**src/rtl/cpu_step_ctrl_if.sv**
```systemverilog
// +----------------------------------------------------------------------+
// | cpu_step_ctrl_if                                                     |
// | Board/CPU-side signal bundle for the run/step/breakpoint sequencer.  |
// | Breakpoint signals exist only with CPU_STEP_BREAKPOINT_EN defined.   |
// | Revision: 1.0                                                        |
// +----------------------------------------------------------------------+
`default_nettype none

interface cpu_step_ctrl_if;
  logic        clk_click;
  logic        run_sw;
  logic [15:0] pc_in;
  logic        fetch_state;
`ifdef CPU_STEP_BREAKPOINT_EN
  logic [15:0] bp_addr;
  logic        bp_valid;
`endif
  logic        cpu_en;
  logic        halted;
  logic        bp_hit;
  logic [1:0]  mode;

`ifdef CPU_STEP_BREAKPOINT_EN
  modport master (output clk_click, run_sw, pc_in, fetch_state, bp_addr, bp_valid,
                  input  cpu_en, halted, bp_hit, mode);
  modport slave  (input  clk_click, run_sw, pc_in, fetch_state, bp_addr, bp_valid,
                  output cpu_en, halted, bp_hit, mode);
`else
  modport master (output clk_click, run_sw, pc_in, fetch_state,
                  input  cpu_en, halted, bp_hit, mode);
  modport slave  (input  clk_click, run_sw, pc_in, fetch_state,
                  output cpu_en, halted, bp_hit, mode);
`endif
endinterface

`default_nettype wire

```
**src/rtl/cpu_step_ctrl.sv**
```systemverilog
// +----------------------------------------------------------------------+
// | cpu_step_ctrl                                                        |
// | Run/step/breakpoint sequencer gating the CPU control unit with a     |
// | one-cycle enable. Optional breakpoint support is compiled in with    |
// | the macro CPU_STEP_BREAKPOINT_EN.                                    |
// | Revision: 1.0                                                        |
// +----------------------------------------------------------------------+
`default_nettype none

module cpu_step_ctrl #(
  parameter int DIV        = 10000000,
  parameter int DEB_CYCLES = 1000000
) (
  input  logic           clk,
  input  logic           rst,
  cpu_step_ctrl_if.slave bus
);

  localparam int             PW       = $clog2(DIV);
  localparam int             DW       = $clog2(DEB_CYCLES + 1);
  localparam logic [PW-1:0]  PRE_LAST = PW'(DIV - 1);
  localparam logic [DW-1:0]  DEB_LAST = DW'(DEB_CYCLES - 1);

  typedef enum logic [1:0] {
    HALT    = 2'd0,
    RUN     = 2'd1,
    STEP    = 2'd2,
    BP_HALT = 2'd3
  } state_t;

  state_t          state;
  state_t          state_nxt;
  logic            sync1;
  logic            sync2;
  logic            deb;
  logic            deb_prev;
  logic [DW-1:0]   deb_cnt;
  logic            press;
  logic [PW-1:0]   pre_cnt;
  logic            tick;
  logic            left;
  logic            bp_match;
  logic            en;
  logic            halted_r;
  logic [1:0]      mode_r;

  // Synchronize the raw button and accept a new level only after DEB_CYCLES stable cycles
  always_ff @(posedge clk) begin
    if (rst) begin
      sync1    <= 1'b0;
      sync2    <= 1'b0;
      deb      <= 1'b0;
      deb_prev <= 1'b0;
      deb_cnt  <= '0;
    end else begin
      sync1    <= bus.clk_click;
      sync2    <= sync1;
      deb_prev <= deb;
      if (sync2 == deb) begin
        deb_cnt <= '0;
      end else if (deb_cnt == DEB_LAST) begin
        deb     <= sync2;
        deb_cnt <= '0;
      end else begin
        deb_cnt <= deb_cnt + DW'(1);
      end
    end
  end

  assign press = deb & ~deb_prev;
  assign tick  = (pre_cnt == PRE_LAST);

`ifdef CPU_STEP_BREAKPOINT_EN
  logic skip;
  logic run_prev;

  // A resumed breakpoint instruction must not re-trigger until its fetch has been left
  always_ff @(posedge clk) begin
    if (rst) begin
      skip     <= 1'b0;
      run_prev <= 1'b0;
    end else begin
      run_prev <= bus.run_sw;
      if (((state == HALT) || (state == BP_HALT)) && (state_nxt == STEP))
        skip <= 1'b1;
      else if ((state == BP_HALT) && (state_nxt == RUN))
        skip <= 1'b1;
      else if (!bus.fetch_state)
        skip <= 1'b0;
    end
  end

  assign bp_match = (state == RUN) & bus.bp_valid & bus.fetch_state &
                    (bus.pc_in == bus.bp_addr) & ~skip;
`else
  logic unused_pc;
  assign unused_pc = ^bus.pc_in;
  assign bp_match  = 1'b0;
`endif

  // Next state and the CPU enable; stopping only ever happens at an instruction boundary
  always_comb begin
    state_nxt = state;
    en        = 1'b0;
    case (state)
      HALT: begin
        if (bus.run_sw)
          state_nxt = RUN;
        else if (press)
          state_nxt = STEP;
      end
      RUN: begin
        if (!bus.run_sw && bus.fetch_state)
          state_nxt = HALT;
        else if (bp_match)
          state_nxt = BP_HALT;
        else
          en = tick;
      end
      STEP: begin
        if (bus.fetch_state && left)
          state_nxt = bus.run_sw ? RUN : HALT;
        else
          en = 1'b1;
      end
      BP_HALT: begin
`ifdef CPU_STEP_BREAKPOINT_EN
        if (press)
          state_nxt = STEP;
        else if (bus.run_sw && !run_prev)
          state_nxt = RUN;
`else
        state_nxt = HALT;
`endif
      end
      default: state_nxt = HALT;
    endcase
  end

  // State register, registered status outputs, prescaler and step-progress flag
  always_ff @(posedge clk) begin
    if (rst) begin
      state    <= HALT;
      halted_r <= 1'b1;
      mode_r   <= 2'd0;
      pre_cnt  <= '0;
      left     <= 1'b0;
    end else begin
      state    <= state_nxt;
      halted_r <= (state_nxt == HALT) || (state_nxt == BP_HALT);
      mode_r   <= state_nxt;
      if (((state_nxt == RUN) && (state != RUN)) || tick)
        pre_cnt <= '0;
      else
        pre_cnt <= pre_cnt + PW'(1);
      if ((state_nxt == STEP) && (state != STEP))
        left <= 1'b0;
      else if ((state == STEP) && en && bus.fetch_state)
        left <= 1'b1;
    end
  end

`ifdef CPU_STEP_BREAKPOINT_EN
  logic bp_hit_r;

  // Breakpoint-hit flag follows the BP_HALT state
  always_ff @(posedge clk) begin
    if (rst)
      bp_hit_r <= 1'b0;
    else
      bp_hit_r <= (state_nxt == BP_HALT);
  end

  assign bus.bp_hit = bp_hit_r;
`else
  assign bus.bp_hit = 1'b0;
`endif

  assign bus.cpu_en = en;
  assign bus.halted = halted_r;
  assign bus.mode   = mode_r;

endmodule

`default_nettype wire

```
**src/flat_wrapper.sv**
```systemverilog
// flat-port wrapper written by rule: the top's interface ports become plain ports
module cpu_step_ctrl_flat 
#(
  parameter int DIV        = 10000000,
  parameter int DEB_CYCLES = 1000000
)
  (clk, rst, bus_clk_click, bus_run_sw, bus_pc_in, bus_fetch_state, bus_cpu_en, bus_halted, bus_bp_hit, bus_mode);
  cpu_step_ctrl_if bus_i ();
  input  logic clk;
  input  logic rst;
  input wire logic [$bits(bus_i.clk_click)-1:0] bus_clk_click;
  input wire logic [$bits(bus_i.run_sw)-1:0] bus_run_sw;
  input wire logic [$bits(bus_i.pc_in)-1:0] bus_pc_in;
  input wire logic [$bits(bus_i.fetch_state)-1:0] bus_fetch_state;
  output wire logic [$bits(bus_i.cpu_en)-1:0] bus_cpu_en;
  output wire logic [$bits(bus_i.halted)-1:0] bus_halted;
  output wire logic [$bits(bus_i.bp_hit)-1:0] bus_bp_hit;
  output wire logic [$bits(bus_i.mode)-1:0] bus_mode;
  assign bus_i.clk_click = bus_clk_click;
  assign bus_i.run_sw = bus_run_sw;
  assign bus_i.pc_in = bus_pc_in;
  assign bus_i.fetch_state = bus_fetch_state;
  assign bus_cpu_en = bus_i.cpu_en;
  assign bus_halted = bus_i.halted;
  assign bus_bp_hit = bus_i.bp_hit;
  assign bus_mode = bus_i.mode;
  cpu_step_ctrl #(.DIV(DIV), .DEB_CYCLES(DEB_CYCLES)) u_core (.clk(clk), .rst(rst), .bus(bus_i));
endmodule
```
**config.mk**
```make
export PLATFORM = sky130hd
export DESIGN_NAME = cpu_step_ctrl_flat
export DESIGN_NICKNAME = d
export VERILOG_FILES = /design/src/rtl/cpu_step_ctrl_if.sv /design/src/rtl/cpu_step_ctrl.sv /design/src/flat_wrapper.sv
export SDC_FILE = /design/constraint.sdc
export NUM_CORES = 1
export LEC_CHECK = 0
export ABC_AREA = 1
export CORE_ASPECT_RATIO = 1.4
export CORE_UTILIZATION = 34
export CTS_BUF_LIST = sky130_fd_sc_hd__clkbuf_4
export DETAILED_ROUTE_END_ITERATION = 10
export GPL_TIMING_DRIVEN = 0
export SETUP_SLACK_MARGIN = 0.2
export SYNTH_ARGS = -nofsm -noshare
export SYNTH_HDL_FRONTEND = slang
export SYNTH_SLANG_ARGS = --single-unit
export TNS_END_PERCENT = 50
```
**constraint.sdc**
```tcl
create_clock -name clk -period 4.06 [get_ports clk]
set_input_delay 0.812 -clock clk [delete_from_list [all_inputs] [get_ports clk]]
set_output_delay 0.812 -clock clk [all_outputs]
set_load 0.02 [all_outputs]
```
; ---- After elaboration in Yosys (flattened, before gate mapping)
; Cells that the tools add are included.
; Widths: inputs -> output; s select.
[totals]
ff_bits = 52
in_bits = 21
output_inout_bits = 5
elab_cells = 49
[op_classes]
n_addsub = 2
eq_ne = 11
n_mux = 9
bitwise_logic = 3
n_reduce_logical = 15
[ops]
columns = op, count
row1 = $add 24x1->24 const B, 1
row2 = $eq 24x24->1 const B, 1
row3 = $add 20x1->20 const B, 1
row4 = $eq 20x20->1 const B, 1
row5 = $eq 2x2->1 const B, 4
row6 = $mux 2, 4
row7 = $pmux 2 s4, 1
row8 = $logic_and 1x1->1, 6
row9 = $eq 2x1->1 const B, 2
row10 = $logic_not 2->1, 2
row11 = $reduce_or 2->1, 2
row12 = $mux 1, 3
row13 = $reduce_or 3->1, 1
row14 = $logic_or 1x1->1, 2
row15 = $ne 2x1->1 const B, 1
row16 = $ne 2x2->1 const B, 1
row17 = $not 1->1, 2
row18 = $pmux 1 s2, 1
row19 = $reduce_and 2->1, 1
row20 = $and 1x1->1, 1
row21 = $eq 1x1->1, 1
row22 = $logic_not 1->1, 1

; ---- Logic depth before layout (Yosys ltp)
[depth]
ltp_word = 9
ltp_mapped = 13
ltp_nobuf = 12

; ---- Worst setup path before layout
; No wires, ideal clock.
[synth_path]
kind = input -> output
start = input port bus_fetch_state
end = output port bus_cpu_en
t_arrival_ns = 1.521
t_required_ns = 3.248
path_slack_ns = 1.727
path_stages = 5
n_path_buf = 0
path_cell_list = inv_1 nor2_1 o21ai_0 nand2_1 a21oi_1
[synth_via]
elab_chain_len = 3
elab_cells_between_ends = 5
classes_between = mux (3) / reduce/logical (2)
[synth_lines]
columns = item, line
row1 = "start, declared", flat_wrapper.sv:14  ; input wire logic [$bits(bus_i.fetch_state)-1:0] bus_fetch_state;
row2 = "$logic_and 1x1->1, on equally long branches", "cpu_step_ctrl.sv:121, cpu_step_ctrl.sv:113"
row3 = "$mux 1, on equally long branches", "cpu_step_ctrl.sv:121, cpu_step_ctrl.sv:113"
row4 = $pmux 1 s2 *, cpu_step_ctrl.sv:105  ; case (state)
row5 = "end, declared", flat_wrapper.sv:15  ; output wire logic [$bits(bus_i.cpu_en)-1:0] bus_cpu_en;
; Every way passes the cells marked *; elsewhere a longest branch is shown, timed or not.

; ---- Final worst setup path
[layout_path]
start = input port bus_run_sw
end = output port bus_cpu_en
[layout_via]
elab_chain_len = 4
[layout_lines]
columns = item, line
row1 = "start, declared", flat_wrapper.sv:12  ; input wire logic [$bits(bus_i.run_sw)-1:0] bus_run_sw;
row2 = $logic_not 1->1, cpu_step_ctrl.sv:113  ; if (!bus.run_sw && bus.fetch_state)
row3 = $logic_and 1x1->1, cpu_step_ctrl.sv:113
row4 = $mux 1, cpu_step_ctrl.sv:113
row5 = $pmux 1 s2, cpu_step_ctrl.sv:105
; Every way passes these cells.

==> results_dict.tcl <==
set metrics [dict create \
    avgSynthCellArea_um2 6.736 \
    rsz0062_at_grt "no" \
    worst-path-stages 6 \
    grt_pass1_vias 2363 \
    r2r_end "u_core.pre_cnt[6]" \
    cp_top_family "buffers and inverters" \
    max-cap-violations 0 \
    cp-endpoint "bus_cpu_en" \
    syn-instance-count 407 \
    clock.fmax_mhz 298.8 \
    gp_congestion 0.8914 \
    routed_wl_um 5651 \
    syn_to_final_growth_pct 10.04 \
    drt-vias-per-instance 4.646 \
    crit_path_start "bus_run_sw" \
    pre_cts_slack_ns 0.7037 \
    final_cell_mix "103 x nand2_1, 95 x nor2_1, 52 x dfxtp_1" \
    status "finished clean" \
    syn_nets 435 \
    seqCellArea_um2 1041 \
    die_h_um 108.2 \
    powerDensity_nw_per_um2 289.0 \
    finalHoldViolCount 0 \
    post_cts_buffers 0 \
    synth-seq-cells 52 \
    final.setup.tns_ns 0 \
    final_layout_size_suffix_gt1_share_pct 7.820 \
    yosys_warnings 0 \
    p_leak_nw 0.8650 \
    cts_resized 0 \
    postRouteAntennaNets 0 \
    path_clk_slew_ns 0.15 \
    cts_tree "yes" \
    slew_violations 0 \
    cp-end-kind "output pin" \
    drt-initial-drc-count 83 \
    p_int_uw 667.0 \
    crit_fanout 4 \
    cts_max_path_buffers 2 \
    antenna_found_initial 0 \
    layout_commonest_cell "nand2_1" \
    start_util_pct 35.16 \
    vias 2425 \
    synth_top_cell_by_area "dfxtp_1" \
    timing.hold.ws_ns 0.4118 \
    yosysSeqAreaShare_pct 37.97 \
    path_cells "clkdlybuf4s50_1 > nor2_1 > o21ai_0 > nand2_1 > a21oi_1 > clkdlybuf4s50_1" \
    h-tree-depth 2 \
    finClkSkew_ns 0.005816 \
    diodes 0 \
    max_stage_delay_ns 0.62 \
    nets 449 \
    rows 38 \
    holdBufCountCts 0 \
    die_x_um 77.89 \
    core_um2 7797 \
    clkLatencyLatePin_ns 0.37 \
    dieArea_um2 8431 \
    fin_ws_ns 0.7130 \
    yosys.cell_types.count 29 \
    overflow 0 \
    ir_drop_v 0.0001718 \
    multi_input_area_um2 1511 \
    synthTopCellsByArea "dfxtp_1 38%, nand2_1 14%, nor2_1 13%" \
    start_kind "input pin" \
    grt_max_degree 17 \
    wire_per_inst_um 10.83 \
    numPortBuffers 7 \
    first_pass_iters 4 \
    dp.final_hpwl_um 4492 \
    root_buffer "clkbuf_4" \
    yosys.area.top_type_share_pct 37.97 \
    switching_share_pct 23.50 \
    grt_usage_pct 14.80 \
    cts.sink_count 52 \
    clockPowerShare_pct 33.9 \
    slowest_stage "clkdlybuf4s50_1" \
    r2r-start "u_core.bus.mode[0]" \
    reg2reg_slack_ns 1.96 \
    grt_pass1_wl_um 9908 \
    crit_type "in2out" \
    crit_buf_inv 2 \
    worstRegToRegCells 13 \
    seqPwrFrac_pct 60.0 \
    crit_path_frequent_cell "clkdlybuf4s50_1" \
    cp.arrival_ns 2.54 \
    nFillCells 843 \
    worstPathRequired_ns 3.25 \
    min_period_ns 3.347 \
    p_switching_uw 204.9 \
    fin_crit_sh_pct 82.44 \
    cts_buffers 5 \
    power_frac_comb_pct 6.1 \
    min_path_type "reg2reg" \
    final-setup-viol-count 0 \
    ios 26 \
    syn_area_um2 2741 \
    drc 0 \
]
per-layer routing:
| metal | vias up | global-route usage (%) | share of wire, % |
|---|---|---|---|
| li1 | 1293 | - | - |
| met1 | 1077 | 14.76 | 41 |
| met2 | 34 | 28.38 | 52 |
| met3 | 21 | 3.207 | 2.2 |
| met4 | 0 | 7.804 | 4.4 |
| met5 | - | 0 | 0 |
Yosys cell counts:
cell type    n
nand2_1    103
inv_2        1
nand3_2      4
buf_2        1
or2_0        4
buf_6        3
a21oi_1     26
and3_1       1
o21ai_0      4
or2_2        2
a21oi_2      1
ha_1         7
conb_1       1
nor3_1       1
nand2_2      4
nor2_4       3
nor2_2       4
buf_4        1
inv_1       37
xor2_1       7
nand2_4      1
a31oi_1      1
a211oi_1     1
xnor2_1     12
nand3_1     27
nand4_1      2
nor2_1      95
dfxtp_1     52
and2_1       1
worst min path at each step:
stage                      start            to  slack [ns]  cells past startpoint
finish              u_core.sync1  u_core.sync2        0.41                      2
global route        u_core.sync1  u_core.sync2        0.42                      2
detailed placement  u_core.sync1  u_core.sync2        0.39                      2
global placement    u_core.sync1  u_core.sync2        0.40                      2
CTS                 u_core.sync1  u_core.sync2        0.41                      2
floorplan           u_core.sync1  u_core.sync2        0.39                      2
worst min-delay path, delay by kind of cell (launching register included):
family / cells / cell delay (ns)
and+or+nand+nor: 1 / 0.03
buffers and inverters: 1 / 0.04
DFF: 1 / 0.33
state kept, by name, summed over array words and instances (netlist names):
name	flops
u_core.deb_cnt	20
u_core.pre_cnt	24
u_core.sync1	1
u_core.bus.mode	2
u_core.sync2	1
u_core.bus.halted	1
u_core.left	1
u_core.deb	1
u_core.deb_prev	1
power groups by stage:
stage	clock [mW]	sequential, mW	combinational, mW
after global placement	0	0.534	0.0528
after global routing	0.328	0.524	0.0596
after floorplan	0	0.536	0.0335
final	0.296	0.523	0.0530
after CTS	0.305	0.523	0.0540
after detailed placement	0	0.534	0.0538
area by class of cell:
class	instances	share of cell area [%]
buffer	5	1.535
timing repair buffer	7	2.323
tap	100	4.148
clock buffer	5	1.244
inverter	38	4.728
sequential	52	34.51
clock inverter	3	1.410
multi-input combinational	312	50.10
metrics by stage:
| step | cells | instance area [µm²] | power (mW) | util, % |
|---|---|---|---|---|
| 6_report | 522 | 3017 | 0.8719 | 38.69 |
| 3_5_place_dp | 514 | 2937 | 0.5880 | 37.66 |
| 5_1_grt | 522 | 3017 | 0.9125 | 38.69 |
| 4_1_cts | 522 | 3017 | 0.8825 | 38.69 |
| 2_1_floorplan | 407 | 2741 | 0.5691 | - |
| 3_3_place_gp | 514 | 2937 | 0.5867 | 37.66 |
cells by family (layout without fill, tap and decap cells):
logic type	count (synthesis)	in the layout	share of synthesized area [%]
flip-flops	52	52	37.97
XOR/XNOR	19	19	6.070
other	1	1	0.1368
AO/OA/AOI/OAI	33	33	6.299
buffers and inverters	43	58	6.891
adder cells (fa/ha/maj)	7	7	3.195
AND/OR/NAND/NOR	252	252	39.43
Power figures use the tool's default switching activity.
